==> src/rtl/parity_pkg.sv <==
// Shared types for the framed multi-channel parity checker.
package parity_pkg;

   typedef enum logic {EVEN = 1'b0, ODD = 1'b1} par_state_t;
   typedef enum logic {MODE_EVEN = 1'b0, MODE_ODD = 1'b1} par_mode_t;

endpackage

==> src/rtl/parity_frame_checker_channel.sv <==
// One serial lane: Moore parity FSM, frame bit counter, parity check and
// saturating error counter.
module parity_channel
   import parity_pkg::*;
#(
   parameter int FRAME_LEN = 8,
   parameter int ERR_CNT_W = 8
) (
   input  logic                 clk,
   input  logic                 rstn,
   input  logic                 odd_mode_i,
   input  logic                 in_valid_i,
   input  logic                 in_bit_i,
   input  logic                 abort_i,
   input  logic                 err_clr_i,
   output logic                 parity_o,
   output logic                 frame_done_o,
   output logic                 frame_err_o,
   output logic [ERR_CNT_W-1:0] err_cnt_o
);

   localparam int                   CNT_W   = $clog2(FRAME_LEN + 1);
   localparam logic [CNT_W-1:0]     LAST    = CNT_W'(FRAME_LEN);
   localparam logic [ERR_CNT_W-1:0] CNT_MAX = '1;

   par_state_t           state_q, state_d;
   logic [CNT_W-1:0]     bit_cnt_q, bit_cnt_d;
   logic                 done_q, done_d;
   logic                 err_q, err_d;
   logic [ERR_CNT_W-1:0] err_cnt_q, err_cnt_d;
   par_mode_t            mode;
   logic                 mismatch;

   assign mode     = par_mode_t'(odd_mode_i);
   // Data parity plus received bit must equal the selected mode.
   assign mismatch = (((state_q == ODD) ^ in_bit_i) != (mode == MODE_ODD));

   always_ff @(posedge clk) begin
      if (!rstn) begin
         state_q   <= EVEN;
         bit_cnt_q <= '0;
         done_q    <= 1'b0;
         err_q     <= 1'b0;
         err_cnt_q <= '0;
      end else begin
         state_q   <= state_d;
         bit_cnt_q <= bit_cnt_d;
         done_q    <= done_d;
         err_q     <= err_d;
         err_cnt_q <= err_cnt_d;
      end
   end

   always_comb begin
      state_d   = state_q;
      bit_cnt_d = bit_cnt_q;
      done_d    = 1'b0;
      err_d     = 1'b0;
      err_cnt_d = err_cnt_q;
      if (abort_i) begin
         state_d   = EVEN;
         bit_cnt_d = '0;
      end else if (in_valid_i) begin
         if (bit_cnt_q == LAST) begin
            done_d    = 1'b1;
            err_d     = mismatch;
            state_d   = EVEN;
            bit_cnt_d = '0;
            if (mismatch && (err_cnt_q != CNT_MAX))
               err_cnt_d = err_cnt_q + 1'b1;
         end else begin
            if (in_bit_i)
               state_d = (state_q == ODD) ? EVEN : ODD;
            bit_cnt_d = bit_cnt_q + 1'b1;
         end
      end
      // Clear beats a same-cycle increment.
      if (err_clr_i)
         err_cnt_d = '0;
   end

   assign parity_o     = (state_q == ODD);
   assign frame_done_o = done_q;
   assign frame_err_o  = err_q;
   assign err_cnt_o    = err_cnt_q;

endmodule

==> config.mk <==
export PLATFORM = sky130hd
export DESIGN_NAME = parity_channel
export DESIGN_NICKNAME = d
export VERILOG_FILES = /design/src/rtl/parity_pkg.sv /design/src/rtl/parity_frame_checker_channel.sv
export SDC_FILE = /design/constraint.sdc
export NUM_CORES = 1
export LEC_CHECK = 0
export CORE_UTILIZATION = 53
export CTS_BUF_LIST = sky130_fd_sc_hd__clkbuf_8
export DETAILED_ROUTE_END_ITERATION = 8
export PLACE_DENSITY_LB_ADDON = 0.3
export SYNTH_ARGS = -nofsm -noshare
export SYNTH_HDL_FRONTEND = slang
export SYNTH_SLANG_ARGS = --single-unit
==> constraint.sdc <==
create_clock -name clk -period 5.6 [get_ports clk]
set_input_delay 1.4 -clock clk [delete_from_list [all_inputs] [get_ports clk]]
set_output_delay 1.4 -clock clk [all_outputs]
set_load 0.02 [all_outputs]
==> results of run 1 <==
-- state kept, by name, summed over array words and instances (netlist names) --
register	flops
bit_cnt_q	4
frame_done_o	1
parity_o	1
err_cnt_o	8
frame_err_o	1
-- layer usage --
metal  GRT usage  up-vias  share of wire
li1            -      316              -
met1      0.2714      283           0.45
met2      0.4458       27           0.45
met3     0.06936        6          0.076
met4      0.1034        0          0.025
met5           0        -              0
-- tightest hold or removal path, stage by stage (launching register included) --
cell and delay, ns:
dfxtp_1 0.33, o21ai_0 0.08, a21oi_1 0.06
-- cells by family after synthesis --
family | count (synthesis) | share of synthesized area
compound gates | 15 | 0.1306
simple gates | 33 | 0.2474
fa+ha+maj | 3 | 0.05227
xor+xnor | 6 | 0.09408
mux | 1 | 0.01394
flops | 15 | 0.4181
buf+inv | 6 | 0.04354
-- power by group --
group	internal [mW]	total, mW	switching, mW
clock network	0.0486	0.0848	0.0363
registers	0.108	0.109	0.000953
logic	0.00797	0.0144	0.00646
total	0.164	0.208	0.0437
-- final cells by class --
class / instances / area (sq um) / share of cell area
multi-input cells: 58 / 386.6 / 0.4153
clock buffers: 3 / 41.29 / 0.04435
clock inverters: 1 / 3.754 / 0.004032
flip-flops and latches: 15 / 300.3 / 0.3226
inverters: 3 / 11.26 / 0.01210
well taps: 14 / 17.52 / 0.01882
repair buffers: 17 / 170.2 / 0.1828
-- metrics by stage --
| stage | cells | hold WS (ns) | worst slack [ns] | power (mW) |
|---|---|---|---|---|
| final | 111 | 0.5193 | 2.307 | 0.2077 |
| after CTS | 111 | 0.5172 | 2.309 | 0.2083 |
| after detailed placement | 107 | 0.4941 | 2.070 | 0.1250 |
| after global placement | 107 | 0.4779 | 2.142 | 0.1242 |
| after global routing | 111 | 0.5684 | 2.178 | 0.2136 |
| after floorplan | 79 | 0.4793 | 2.699 | 0.1185 |
-- worst min-delay path by stage --
stage            startpoint           end  depth (start not counted)
2_1_floorplan  bit_cnt_q[3]  bit_cnt_q[3]                          2
3_3_place_gp   err_cnt_o[6]  err_cnt_o[6]                          2
3_5_place_dp   err_cnt_o[7]  err_cnt_o[7]                          2
4_1_cts        err_cnt_o[4]  err_cnt_o[4]                          2
5_1_grt        err_cnt_o[1]  err_cnt_o[1]                          2
6_report       err_cnt_o[4]  err_cnt_o[4]                          2
-- cells in the final DEF, fill, tap and decap left out, types with 3 or more instances in the layout --
cell type | synthesis | final
a21oi_1 | 7 | 7
clkbuf_8 | 0 | 3
clkdlybuf4s50_1 | 0 | 17
dfxtp_1 | 15 | 15
ha_1 | 3 | 3
inv_1 | 3 | 4
nand2_1 | 7 | 7
nand2b_1 | 3 | 3
nor2_1 | 7 | 7
o21ai_0 | 5 | 5
or3_1 | 3 | 3
xor2_1 | 3 | 3
==> impl_results.md, run 1 <==
* Post-route ant nets at 0
* Post-synth top cells: dfxtp_1 (15), a21oi_1 (7), nand2_1 (7), nor2_1 (7), o21ai_0 (5)
* Worst-Skew Late Latency at about 0.25 ns
* FMAX at just over 300 MHz
* Unique masters post-synth at 28
* CTS tree: built
* Syn-to-layout area delta at 29.62%
* Synth Register Bits at 15
* First-pass DRT Iterations at 5
* Main area contributors after synthesis: dfxtp_1 (42%), ha_1 (5.2%), a21oi_1 (4.9%)
* Yosys warnings at 0
* Max Slew Vio Count at 0
* Num Clock Sinks at 15
* Final #Nets at around 110
* Yosys top cell area share at 0.4181
* Fin area at between 900 and 1000 sq um
* Vias in the first global route at roughly 570
* I/O pins at 18
* Count leader, synth: dfxtp_1
* Asr flop ratio synth at 0
* Critical path data required time at 5.78 ns
* Ys flop type: dfxtp_1
* EDFF count, synth at 0
* Unrepaired setup endpoints after global routing: no
* Placed inst area at roughly 890 sq um
* Top cell type by total area after synthesis: dfxtp_1
* CP Data Arrival Time at ~3.5 ns
* Crit-path max FO at 12
* Mapped cell area at 718.2 sq um
* Bufs and invs on worst path at 1
* Hold crit path type: flip-flop to flip-flop
* Post CTS Setup Buffer Count at 0
* Row count at 12
* Worst reg2reg path endpoint: err_cnt_o[3]
* Die height at 38.81 um
* First-pass GRT wire length at about 2400 um
* Avg WL per Cell at roughly 15 um
* Worst R2R Path Depth at 5
* Register area share after synthesis at 0.4181
* Fin util at 0.7848
* Fin Setup TNS at 0 ns
* Final period util at 0.5880
* Critical path destination: err_cnt_o[3]
* Largest net degree at the start of global routing at 13
* H-tree level count at 1
* Post-synthesis net count at 89
* Static leakage at approximately 0.32 nW
* PD cells at around 220 nW/um^2
* Crit path kind: input port to flip-flop
* Initial DRC count at 14
* Number of fill cells in the layout at 89
* Max-Cap Viols at 0
* Share of cells above drive strength 1 at 0.06186
* Post-Syn Instances at between 70 and 80
* DR vias at ~630
* Post-DR vias/cell at between 5 and 6
* Die W at between 30 and 40 um
* CTS max path bufs at 2
* Clk_skew at about 0.00093 ns
* Final wirelength at between 1500 and 2000 um
* I/O Buffers at 17
* Critical path's slowest cell: a2111o_1
* Headroom to the max-slew limit at 0.6375
* Hold Buf Count CTS at 0
* Ant diodes at 0
* Worst slew pin tran at between 0.5 and 0.6 ns
* CP Capture Type: flip-flop
* Clock slew at reported path FFs at roughly 0.060 ns
* Crit path depth at 5
* GRT overflow at 0
* CTS Buf Count at 3
* Final setup vio count at 0
* Reg2reg setup slack at about 3.5 ns
* Tmin final at between 3 and 4 ns
* Worst path cell trace: clkdlybuf4s50_1, xnor3_2, a2111o_1, or3_2, a21oi_1
* Core Box Area at 1186 sq um
* CTS root buf: clkbuf_8
* Post-DP HPWL at 1113 um
* Mapped Avg Cell Area at 9.091 sq um
* Fin. Hold Viols at 0
* Total GRT Usage at 0.2497
* Post_cts resized at 0
* DR DRC count at 0
* Startpoint Class: input port
* Max VDD drop at 175.0 uV
* Status: finished, final reports clean
* Gpl congestion at slightly above 0.8
* Initial antenna violation count at 0
* Critical path origin: in_bit_i
* CP top delay family: compound AO/OA/AOI/OAI gates
* Reg-to-reg critical path startpoint: err_cnt_o[0]
* Die ar. at 1506 sq um
* Slowest stage delay, CP at 0.55 ns
* Initial Utilization at 0.6055
Power figures use the tool's default switching activity.
==> run 2: changes to the inputs <==
--- a/config.mk
+++ b/config.mk
@@ -5,7 +5,7 @@
 export SDC_FILE = /design/constraint.sdc
 export NUM_CORES = 1
 export LEC_CHECK = 0
-export CORE_UTILIZATION = 53
+export CORE_UTILIZATION = 49
 export CTS_BUF_LIST = sky130_fd_sc_hd__clkbuf_8
 export DETAILED_ROUTE_END_ITERATION = 8
 export PLACE_DENSITY_LB_ADDON = 0.3
==> constraint.sdc (replaced) <==
create_clock -name clk -period 3.06 [get_ports clk]
set_input_delay 0.765 -clock clk [delete_from_list [all_inputs] [get_ports clk]]
set_output_delay 0.765 -clock clk [all_outputs]
set_load 0.02 [all_outputs]
==> run 2 against run 1 <==
Clock skew is 0.0047 ns higher. Power is 83% higher. Via count is 1.1% lower. Largest cell class unchanged. Global-route usage is 3.6 points lower. Wire length is 12% lower.
==> impl_results.md, run 2 (synthesis gave the netlist of run 1 again) <==
* Tmin final at between 2 and 3 ns
* Clock slew at reported path FFs at 0.06 ns (about the same)
* Die ar. at 1623 sq um (was 1506 sq um)
* Row count at 13 (was 12)
* Crit-path max FO at 12 (unchanged)
* CP Data Arrival Time at 2.77 ns (was 3.47 ns)
* Clk_skew at 0.005578 ns (was 0.0009259 ns)
* Syn-to-layout area delta at 31.88% (was 29.62%)
* FMAX at 385.2 MHz
* Total GRT Usage at 0.2140 (was 0.2497)
* Worst slew pin tran at 0.4842 ns (was 0.5427 ns)
* Max-Cap Viols at 0 (unchanged)
* CTS tree: built (unchanged)
* Startpoint Class: input port (unchanged)
* Crit path kind: input port to flip-flop (unchanged)
* Gpl congestion at 0.7744 (was 0.8145)
* Ant diodes at 0 (unchanged)
* Core Box Area at 1334 sq um (was 1186 sq um)
* DR DRC count at 0 (unchanged)
* Max VDD drop at 342.8 uV (was 175.0 uV)
* Final period util at 0.8483
* Critical path's slowest cell: a2111o_1 (unchanged)
* GRT overflow at 0 (unchanged)
* Hold crit path type: flip-flop to flip-flop (unchanged)
* Vias in the first global route at 535 (was 565)
* First-pass GRT wire length at 2249 um (was 2442 um)
* Final wirelength at 1431 um (was 1618 um)
* Largest net degree at the start of global routing at 13 (unchanged)
* Post-DP HPWL at 1010 um (was 1113 um)
* Reg2reg setup slack at 0.99 ns (was 3.48 ns)
* Max reg flops at 8 (unchanged)
* Headroom to the max-slew limit at 0.6766 (was 0.6375)
* H-tree level count at 1 (unchanged)
* Die W at 40.29 um (was 38.81 um)
* Num Clock Sinks at 15 (unchanged)
* Share of cells above drive strength 1 at 0.08081 (was 0.06186)
* Initial DRC count at 12 (was 14)
* Worst-Skew Late Latency at 0.25 ns (about the same)
* Fin Setup TNS at 0 ns (unchanged)
* Initial antenna violation count at 0 (unchanged)
* Post-route ant nets at 0 (unchanged)
* Fin util at 0.7101 (was 0.7848)
* Slowest stage delay, CP at 0.53 ns (was 0.55 ns)
* Static leakage at 0.3339 nW (was 0.3249 nW)
* Post-DR vias/cell at 5.482 (was 5.694)
* Commonest non-fill, non-tap cell in the layout: clkdlybuf4s50_1 (unchanged)
* Worst path cell trace: clkdlybuf4s50_1, xnor3_2, a2111o_1, or3_2, a21oi_1 (unchanged)
* Post CTS Setup Buffer Count at 0 (unchanged)
* I/O pins at 18 (unchanged)
* CTS root buf: clkbuf_8 (unchanged)
* First-pass DRT Iterations at 4 (was 5)
* Post_cts resized at 0 (unchanged)
* CP Capture Type: flip-flop (unchanged)
* DR vias at 625 (was 632)
* CTS max path bufs at 2 (unchanged)
* Critical path data required time at 3.24 ns (was 5.78 ns)
* I/O Buffers at 17 (unchanged)
* CTS Buf Count at 3 (unchanged)
* PD cells at 400.4 nW/um^2 (was 223.2 nW/um^2)
* Status: finished, final reports clean (unchanged)
* Number of fill cells in the layout at 104 (was 89)
* Fin. Hold Viols at 0 (unchanged)
* Max Slew Vio Count at 0 (unchanged)
* Commonest non-fill, non-tap cells in the layout: clkdlybuf4s50_1 (17), dfxtp_1 (15), nand2_1 (7), nor2_1 (7), a21oi_1 (7) (unchanged)
* Final #Nets at 110 (was 108)
* Final setup vio count at 0 (unchanged)
* Unrepaired setup endpoints after global routing: no (unchanged)
* Hold Buf Count CTS at 0 (unchanged)
* Die height at 40.29 um (was 38.81 um)
* Avg WL per Cell at 12.55 um (was 14.58 um)
* Initial Utilization at 0.5385 (was 0.6055)
## run 2: cell count changes in the layout (fill, tap and decap cells not counted), sizes merged
cell,delta
buf,+2
## run 2: layout make-up
class	count	area, sq um	share of cell area
Clock buffer	3	41.29	0.04359
Clock inverter	1	3.754	0.003963
Multi-Input combinational cell	58	386.6	0.4082
Sequential cell	15	300.3	0.3170
Inverter	3	11.26	0.01189
Tap cell	15	18.77	0.01982
Timing Repair Buffer	19	185.2	0.1955
## run 2: layer usage
| layer | wire [um] | up-vias | track usage |
|---|---|---|---|
| met4 | 27 | 0 | 0.1250 |
| met5 | 0 | - | 0 |
| met2 | 627 | 19 | 0.3226 |
| li1 | - | 318 | - |
| met3 | 89 | 4 | 0.05000 |
| met1 | 686 | 284 | 0.2761 |
## run 2: worst paths after layout
check,from,to,depth (start not counted)
min reg2reg,err_cnt_o[6],err_cnt_o[6],2
max reg2reg,err_cnt_o[0],err_cnt_o[3],5
max,in_bit_i,err_cnt_o[3],5
min,err_cnt_o[6],err_cnt_o[6],2
## run 2: worst max-delay path, delay by kind of cell
kind,cells,cell delay [ns]
AO/OA/AOI/OAI,2,0.67
XOR/XNOR,1,0.36
buffers and inverters,1,0.50
AND/OR/NAND/NOR,1,0.48
## run 2: metrics by stage
| stage | total power [mW] | setup WS [ns] | hold slack (ns) | cell area, sq um | std cells |
|---|---|---|---|---|---|
| global route | 0.3944 | 0.3780 | 0.5509 | 947.2 | 114 |
| global placement | 0.2286 | 0.2259 | 0.4850 | 902.1 | 110 |
| floorplan | 0.2168 | 0.7936 | 0.4793 | 718.2 | 79 |
| detailed placement | 0.2296 | 0.2049 | 0.4867 | 902.1 | 110 |
| finish | 0.3793 | 0.4642 | 0.4999 | 947.2 | 114 |
| CTS | 0.3840 | 0.4592 | 0.4969 | 947.2 | 114 |
## run 2: power by group
group	internal [mW]	total [mW]	switching, mW
Sequential	0.197	0.198	0.00147
Combinational	0.0154	0.0271	0.0117
Clock	0.0887	0.154	0.0652
Total	0.301	0.379	0.0784
